## src/rtl/mitll_jtl_pkg.sv

```systemverilog
// -----------------------------------------------------------------------------
// mitll_jtl_pkg
// Shared constants, types and helpers for the clocked multi-lane JTL timing
// model (mitll_jtl_array / mitll_jtl_lane).
//   DEF_*   : default parameter values (one tick = 100 fs)
//   tick_t  : tick counter wide enough for any of the default tick constants
//   sat_add : saturating unsigned add used by the global violation counter
// -----------------------------------------------------------------------------
package mitll_jtl_pkg;

  localparam int DEF_NCH     = 4;
  localparam int DEF_DELAY   = 37;  // 3.7 ps
  localparam int DEF_CT      = 33;  // 3.3 ps
  localparam int DEF_STARTUP = 40;
  localparam int DEF_CW      = 16;

  localparam int TICK_MAX_DC = (DEF_DELAY > DEF_CT) ? DEF_DELAY : DEF_CT;
  localparam int TICK_MAX    = (TICK_MAX_DC > DEF_STARTUP) ? TICK_MAX_DC : DEF_STARTUP;
  localparam int TICK_W      = $clog2(TICK_MAX + 1);

  typedef logic [TICK_W-1:0] tick_t;

  // Unsigned a+b clamped to max_v; the 33-bit sum keeps the carry so that a
  // wrap of the 32-bit result can never sneak under the limit.
  function automatic logic [31:0] sat_add(input logic [31:0] a,
                                          input logic [31:0] b,
                                          input logic [31:0] max_v);
    logic [32:0] sum;
    sum = {1'b0, a} + {1'b0, b};
    if (sum > {1'b0, max_v}) begin
      sat_add = max_v;
    end else begin
      sat_add = sum[31:0];
    end
  endfunction

endpackage

```

## src/rtl/mitll_jtl_lane.sv

```systemverilog
// -----------------------------------------------------------------------------
// mitll_jtl_lane
// One JTL lane: edge detect on a toggle-encoded input, critical-timing window
// check, DELAY-deep pulse shift line and per-lane status flags.
// Ports:
//   clk     in  1  timing-quantum clock
//   rst     in  1  synchronous active-high reset
//   run_en  in  1  0 while the array is in its startup period (edges ignored)
//   clr_err in  1  clears the sticky out_x flag
//   in_lvl  in  1  toggle-encoded input, every level change is one pulse
//   out_lvl out 1  toggle-encoded output, DELAY ticks after an accepted pulse
//   out_x   out 1  sticky "output unknown" flag
//   err_pls out 1  one-tick violation strobe
//   viol    out 1  violation seen on the previous edge (feeds global counter)
// -----------------------------------------------------------------------------
module mitll_jtl_lane
  import mitll_jtl_pkg::*;
#(
  parameter int DELAY = DEF_DELAY,
  parameter int CT    = DEF_CT
) (
  input  logic clk,
  input  logic rst,
  input  logic run_en,
  input  logic clr_err,
  input  logic in_lvl,
  output logic out_lvl,
  output logic out_x,
  output logic err_pls,
  output logic viol
);

  // The window counter only ever needs to hold CT-1; an accepted pulse loads
  // it and the following CT-1 edges see it non-zero.
  localparam int              CT_W    = (CT > 1) ? $clog2(CT) : 1;
  localparam logic [CT_W-1:0] CT_LOAD = CT_W'((CT > 0) ? (CT - 1) : 0);
  localparam logic [CT_W-1:0] CT_ONE  = CT_W'(1);
  localparam logic [CT_W-1:0] CT_ZERO = {CT_W{1'b0}};

  logic             in_q_r;
  logic [CT_W-1:0]  ct_cnt_r;
  logic [DELAY-1:0] line_r;
  logic [DELAY-1:0] line_nxt_s;
  logic             viol_r;
  logic             out_lvl_r;
  logic             out_x_r;
  logic             err_pls_r;
  logic             edge_s;
  logic             acc_s;
  logic             viol_s;

  // Classify the current edge as accepted, violation or ignored.
  always_comb begin
    edge_s = in_lvl ^ in_q_r;
    acc_s  = 1'b0;
    viol_s = 1'b0;
    if (!run_en) begin
      acc_s  = 1'b0;
      viol_s = 1'b0;
    end else if (!edge_s) begin
      acc_s  = 1'b0;
      viol_s = 1'b0;
    end else if (ct_cnt_r != CT_ZERO) begin
      acc_s  = 1'b0;
      viol_s = 1'b1;
    end else begin
      acc_s  = 1'b1;
      viol_s = 1'b0;
    end
  end

  // Next state of the shift line: new pulse enters at bit 0.
  always_comb begin
    line_nxt_s    = line_r;
    line_nxt_s[0] = acc_s;
    for (int j = 1; j < DELAY; j++) begin
      line_nxt_s[j] = line_r[j-1];
    end
  end

  // Lane state. A violation detected on edge k is latched into viol_r and
  // published (err_pls, out_x, global count) on edge k+1.
  always_ff @(posedge clk) begin
    if (rst) begin
      in_q_r    <= in_lvl;
      ct_cnt_r  <= CT_ZERO;
      line_r    <= {DELAY{1'b0}};
      viol_r    <= 1'b0;
      out_lvl_r <= 1'b0;
      out_x_r   <= 1'b0;
      err_pls_r <= 1'b0;
    end else begin
      in_q_r <= in_lvl;
      if (acc_s) begin
        ct_cnt_r <= CT_LOAD;
      end else if (ct_cnt_r != CT_ZERO) begin
        ct_cnt_r <= ct_cnt_r - CT_ONE;
      end else begin
        ct_cnt_r <= ct_cnt_r;
      end
      line_r    <= line_nxt_s;
      viol_r    <= viol_s;
      err_pls_r <= viol_r;
      out_lvl_r <= out_lvl_r ^ line_r[DELAY-1];
      // Clear first, then set: a violation in the clearing tick survives.
      out_x_r   <= (out_x_r & ~clr_err) | viol_r;
    end
  end

  assign out_lvl = out_lvl_r;
  assign out_x   = out_x_r;
  assign err_pls = err_pls_r;
  assign viol    = viol_r;

endmodule

```

## src/rtl/mitll_jtl_array.sv

```systemverilog
// -----------------------------------------------------------------------------
// mitll_jtl_array
// NCH independent JTL timing lanes sharing a startup mask and a global
// saturating violation counter.
// Ports:
//   clk     in  1    timing-quantum clock (100 fs per tick)
//   rst     in  1    synchronous active-high reset
//   in_lvl  in  NCH  toggle-encoded pulse inputs
//   clr_err in  1    clears out_x and err_cnt
//   out_lvl out NCH  toggle-encoded pulse outputs
//   out_x   out NCH  sticky per-lane "output unknown" flags
//   err_pls out NCH  one-tick per-lane violation strobes
//   err_cnt out CW   saturating count of all violations (CW <= 31)
// -----------------------------------------------------------------------------
module mitll_jtl_array
  import mitll_jtl_pkg::*;
#(
  parameter int NCH     = DEF_NCH,
  parameter int DELAY   = DEF_DELAY,
  parameter int CT      = DEF_CT,
  parameter int STARTUP = DEF_STARTUP,
  parameter int CW      = DEF_CW
) (
  input  logic           clk,
  input  logic           rst,
  input  logic [NCH-1:0] in_lvl,
  input  logic           clr_err,
  output logic [NCH-1:0] out_lvl,
  output logic [NCH-1:0] out_x,
  output logic [NCH-1:0] err_pls,
  output logic [CW-1:0]  err_cnt
);

  localparam int              SU_W    = (STARTUP > 0) ? $clog2(STARTUP + 1) : 1;
  localparam logic [SU_W-1:0] SU_LOAD = SU_W'(STARTUP);
  localparam logic [SU_W-1:0] SU_ONE  = SU_W'(1);
  localparam logic [SU_W-1:0] SU_ZERO = {SU_W{1'b0}};
  localparam int              PC_W    = $clog2(NCH + 1);
  localparam logic [31:0]     CNT_MAX = (32'd1 << CW) - 32'd1;

  logic [SU_W-1:0] su_cnt_r;
  logic            run_en_s;
  logic [NCH-1:0]  viol_vec_s;
  logic [PC_W-1:0] viol_num_s;
  logic [31:0]     cnt_base_s;
  logic [31:0]     cnt_sum_s;
  logic [CW-1:0]   err_cnt_r;

  // Startup mask: edges are ignored until the counter has run down to zero.
  always_ff @(posedge clk) begin
    if (rst) begin
      su_cnt_r <= SU_LOAD;
    end else if (su_cnt_r != SU_ZERO) begin
      su_cnt_r <= su_cnt_r - SU_ONE;
    end else begin
      su_cnt_r <= su_cnt_r;
    end
  end

  assign run_en_s = (su_cnt_r == SU_ZERO);

  for (genvar i = 0; i < NCH; i++) begin : g_lane
    mitll_jtl_lane #(
      .DELAY (DELAY),
      .CT    (CT)
    ) u_lane (
      .clk     (clk),
      .rst     (rst),
      .run_en  (run_en_s),
      .clr_err (clr_err),
      .in_lvl  (in_lvl[i]),
      .out_lvl (out_lvl[i]),
      .out_x   (out_x[i]),
      .err_pls (err_pls[i]),
      .viol    (viol_vec_s[i])
    );
  end

  // Popcount of this tick's violations and the saturated counter update;
  // clr_err zeroes the base before the new violations are added.
  always_comb begin
    viol_num_s = {PC_W{1'b0}};
    for (int i = 0; i < NCH; i++) begin
      viol_num_s = viol_num_s + PC_W'(viol_vec_s[i]);
    end
    if (clr_err) begin
      cnt_base_s = 32'd0;
    end else begin
      cnt_base_s = 32'(err_cnt_r);
    end
    cnt_sum_s = sat_add(cnt_base_s, 32'(viol_num_s), CNT_MAX);
  end

  // Global violation counter register.
  always_ff @(posedge clk) begin
    if (rst) begin
      err_cnt_r <= {CW{1'b0}};
    end else begin
      err_cnt_r <= cnt_sum_s[CW-1:0];
    end
  end

  assign err_cnt = err_cnt_r;

endmodule
```

## config.mk

```make
export PLATFORM = sky130hd
export DESIGN_NAME = mitll_jtl_array
export DESIGN_NICKNAME = d
export VERILOG_FILES = /design/src/rtl/mitll_jtl_pkg.sv /design/src/rtl/mitll_jtl_lane.sv /design/src/rtl/mitll_jtl_array.sv
export SDC_FILE = /design/constraint.sdc
export NUM_CORES = 1
export LEC_CHECK = 0
export CAP_MARGIN = 20
export CORE_MARGIN = 5
export CORE_UTILIZATION = 53
export CTS_CLUSTER_DIAMETER = 80
export CTS_CLUSTER_SIZE = 40
export DETAILED_ROUTE_END_ITERATION = 8
export HOLD_SLACK_MARGIN = 0.06
export PLACE_DENSITY_LB_ADDON = 0.2
export SLEW_MARGIN = 20
export SYNTH_ARGS = -nofsm -noshare
export SYNTH_HDL_FRONTEND = slang
export SYNTH_SLANG_ARGS = --single-unit
```

## constraint.sdc

```tcl
create_clock -name clk -period 3.8 [get_ports clk]
set_input_delay 0.95 -clock clk [delete_from_list [all_inputs] [get_ports clk]]
set_output_delay 0.95 -clock clk [all_outputs]
set_load 0.05 [all_outputs]
```

==> impl_summary.md <==
Run status
The flow ran to the end, and the final reports show no timing, DRC or antenna violations.

Synth
The post-synthesis cell area is 6923 sq um. The warning count from the yosys run is 0. Yosys attributes the largest share of cell area to sky130_fd_sc_hd__dfxtp_1 (62%), sky130_fd_sc_hd__nor2b_1 (14%), sky130_fd_sc_hd__xnor2_1 (3.0%). Counting flops and latches in the post-synthesis netlist gives 214. The async set or reset register ratio after synthesis is 0%. The number of different library cells used by synthesis comes to 52. The mean instance size in the synthesized netlist is 10.87 sq um.

The cell accounting for the most synthesized area is sky130_fd_sc_hd__dfxtp_1. The number of enable-type register cells in the synthesized netlist is 0. The commonest cells after synthesis are sky130_fd_sc_hd__dfxtp_1 (214), sky130_fd_sc_hd__nor2b_1 (158), sky130_fd_sc_hd__nor3_1 (29), sky130_fd_sc_hd__nor2_1 (28), sky130_fd_sc_hd__xnor2_1 (24). The most common cell in the netlist is sky130_fd_sc_hd__dfxtp_1.

The synthesized netlist cell count is 637. For this run, the leading register cell type out of synthesis is sky130_fd_sc_hd__dfxtp_1. Summing the sequential cell areas from Yosys gives roughly three fifths of the chip area.

The total nets after synthesis is about 650. After synthesis, the largest area contributor takes up 61.88% of total cell area.

Detailed routing
The detailed router finished its first iteration with 232 violations. The number of routed nets with antenna violations is 0. The overall routed net length is between 9 and 10 mm. The number of search-and-repair iterations in the first detailed-routing pass is 4. The routed length per instance is 11.95 um.

After detailed routing, the number of remaining DRC violations is 0. Across all layers, the routed design uses roughly 4000 vias. Dividing the detail-routed via count by the number of cells gives 4.872.

Clock network
The maximum count of clock buffers along a single path is 3. The later-pin clock latency in the skew report is about 470 ps. The number of clock buffers added by TritonCTS is 10.

The number of cells upsized or downsized after cts is 0. The CTS sink count is about 210. The clock input transition at the sequential cells of the worst setup and hold paths is 130 ps.

The post-CTS setup-driven buffer insertion count is 0. In this run the number of H-tree levels came out at 1. In this run, post-CTS hold repair placed 0 buffers. CTS placed an instance of sky130_fd_sc_hd__clkbuf_16 at the clock tree root. The clock tree from TritonCTS is built.

GRT
The global-route usage over all layers is between 10 and 15%. The global routing usage on met3 is 2.187%. After global routing the overflow that remains totals 0. In the global route stage, met2 resource usage came out at about a fifth. The number of global-route vias before repair is 3888. The first-pass GRT wire length is 17.35 mm. The initial antenna violation count is 0. The most congested layer reported by global routing is met2.

Entering global routing, the biggest net connects 106 pins. Global routing used ~17% of the available met1 tracks.

Setup path
The worst register-to-register path has a setup slack of 730 ps. Grouping stages by cell kind, the critical path spends the most delay in adder cells. Counting both buffers and inverters, the worst setup path holds a total of 4.

At the worst endpoint, the arrival time is 3990 ps. The cell that appears most often on the critical path is sky130_fd_sc_hd__fa_1. The largest driver fanout on the critical path is 14. At the worst endpoint, the required time is 4190 ps.

Traced cell by cell, the critical path runs through clkdlybuf4s50_1 -> nor2b_1 -> fa_1 -> inv_1 -> fa_1 -> fa_1 -> nand4bb_1 -> nor4b_2 -> buf_4 -> nand2_1 -> buf_4 -> o211ai_1. The worst setup path is captured at a flip-flop. The stage delay of the slowest cell on the critical path is 490 ps.

On the critical path, the stage with the largest delay is an instance of sky130_fd_sc_hd__clkdlybuf4s50_1. The element type at the critical path start is an input port. The setup path with the least slack is of type in2reg.

Placed design
The count of buffers added on input and output ports is 34. The routability congestion estimate is around 0.77. The final HPWL from detailed placement is 6.344 mm.

The setup slack after placement is -277.9 ps.

Power and ir drop
The static leakage is 2.866 nW. For this design the ratio of total power to cell area is approximately 580 nW/um^2. The completed layout was analyzed and its total power is 4.458 mW. The worst IR drop on VDD is 0.0005263 V.

Cells and area
From synthesis to final layout, the design area changed by 11.40%. Cells with a size suffix above 1 make up 5.030% of the layout. Counting the fill cells in the layout gives 1089. The number of antenna diodes in the final layout is 0. After the last flow step, the layout net total stands at between 600 and 700.

STA
In the post-route analysis, the smallest setup slack over all paths is 195.4 ps. The post-route fraction of the period consumed by the critical path is 94.86%. Adding up every negative setup slack in the final design gives 0 ps. The actual slew at the worst max-slew pin is 741.5 ps. After layout, the minimum clock period comes to 3605 ps. Headroom to the max-slew limit came out at 50.57%. The peak clock frequency supported by timing is 0.2774 GHz.

Setup repair after global routing left no endpoint under its margin. The count of final max-slew check failures was 0. On the final layout, the worst clock skew is 13.71 ps. The number of failing setup endpoints in the final timing report is 0. The count of final hold-check violations is 0.

Die
During I/O placement, the number of pins put on the boundary was 35. The core footprint is 12720 sq um. The initial utilization of the core area, before any placement, comes to 54.42%. From left edge to right edge, the die measures 124.3 um. The die covers 15450 sq um.

In this run the vertical extent of the chip is 124.3 um. The floorplan has 41 rows.

Worst hold path
The class of the tightest hold or removal check is reg2reg.

Run
Across the run, the number of max-cap violations was 0.
==> placed cells by master, fill, tap and decap left out, drive strengths merged, types with 4 or more instances in the layout <==
cell type and count:
dfxtp 214, nand2b 4, a21oi 21, ha 6
o21ai 7, buf 9, nor3b 5, a31oi 5
nor3 30, nor2b 158, nor2 28, or3 6
clkdlybuf4s50 33, xnor2 24, xor2 5, clkbuf 11
inv 21, a211oi 4, nand3 7, nand2 13
==> kinds of logic after synthesis <==
| kind of cell | synth area share (%) |
|---|---|
| compound gates | 4.970 |
| fa+ha+maj | 1.952 |
| mux | 0.1446 |
| xor+xnor | 3.669 |
| simple gates | 23.62 |
| flops | 61.88 |
| buf+inv | 3.759 |
==> state kept, by name, indices dropped and copies added, names as in the netlist <==
| signal | cells |
|---|---|
| g_lane.u_lane.line_r | 148 |
| g_lane.u_lane.ct_cnt_r | 24 |
| err_cnt | 16 |
| su_cnt_r | 6 |
| g_lane.u_lane.err_pls | 4 |
| g_lane.u_lane.in_q_r | 4 |
| g_lane.u_lane.out_lvl | 4 |
| g_lane.u_lane.out_x | 4 |
| g_lane.u_lane.viol | 4 |
==> per-stage QoR <==
stage / instance area, sq um / std cells / hold slack (ps) / utilization, %
floorplan: 6924 / 637 / 413.8 / -
global placement: 7360 / 812 / 416.3 / 57.85
detailed placement: 7360 / 812 / 420.4 / 57.85
CTS: 7712 / 828 / 444.2 / 60.62
global route: 7712 / 828 / 458.1 / 60.62
finish: 7712 / 828 / 440.6 / 60.62
==> final timing paths <==
kind / endpoint / startpoint / depth (start not counted)
setup / recovery: err_cnt[9]$_SDFF_PP0_ / clr_err / 12
hold / removal: g_lane[0].u_lane.line_r[1]$_SDFF_PP0_ / g_lane[0].u_lane.line_r[0]$_SDFF_PP0_ / 1
setup reg to reg: err_cnt[9]$_SDFF_PP0_ / err_cnt[0]$_SDFF_PP0_ / 11
hold reg to reg: g_lane[0].u_lane.line_r[1]$_SDFF_PP0_ / g_lane[0].u_lane.line_r[0]$_SDFF_PP0_ / 1
==> layer usage <==
| metal | vias to the layer above | wire length [um] |
|---|---|---|
| li1 | 2082 | - |
| met1 | 1884 | 4971 |
| met3 | 16 | 304 |
| met5 | - | 0 |
| met4 | 0 | 210 |
| met2 | 52 | 4410 |
==> where the power goes <==
part / switching [mW] / internal (mW)
Combinational: 0.355 / 0.313
Clock: 0.733 / 0.576
Sequential: 0.114 / 2.37
Total: 1.20 / 3.26
==> area by class of cell <==
type / instances / area [sq um] / area share, %
clock buffers: 11 / 275.3 / 3.569
clock inverters: 5 / 77.57 / 1.006
inverters: 18 / 67.56 / 0.8761
multi-input cells: 366 / 2379 / 30.84
flip-flops and latches: 214 / 4284 / 55.55
well taps: 172 / 215.2 / 2.790
repair buffers: 42 / 414.1 / 5.370
No activity file was read; power rests on OpenSTA's default activity.
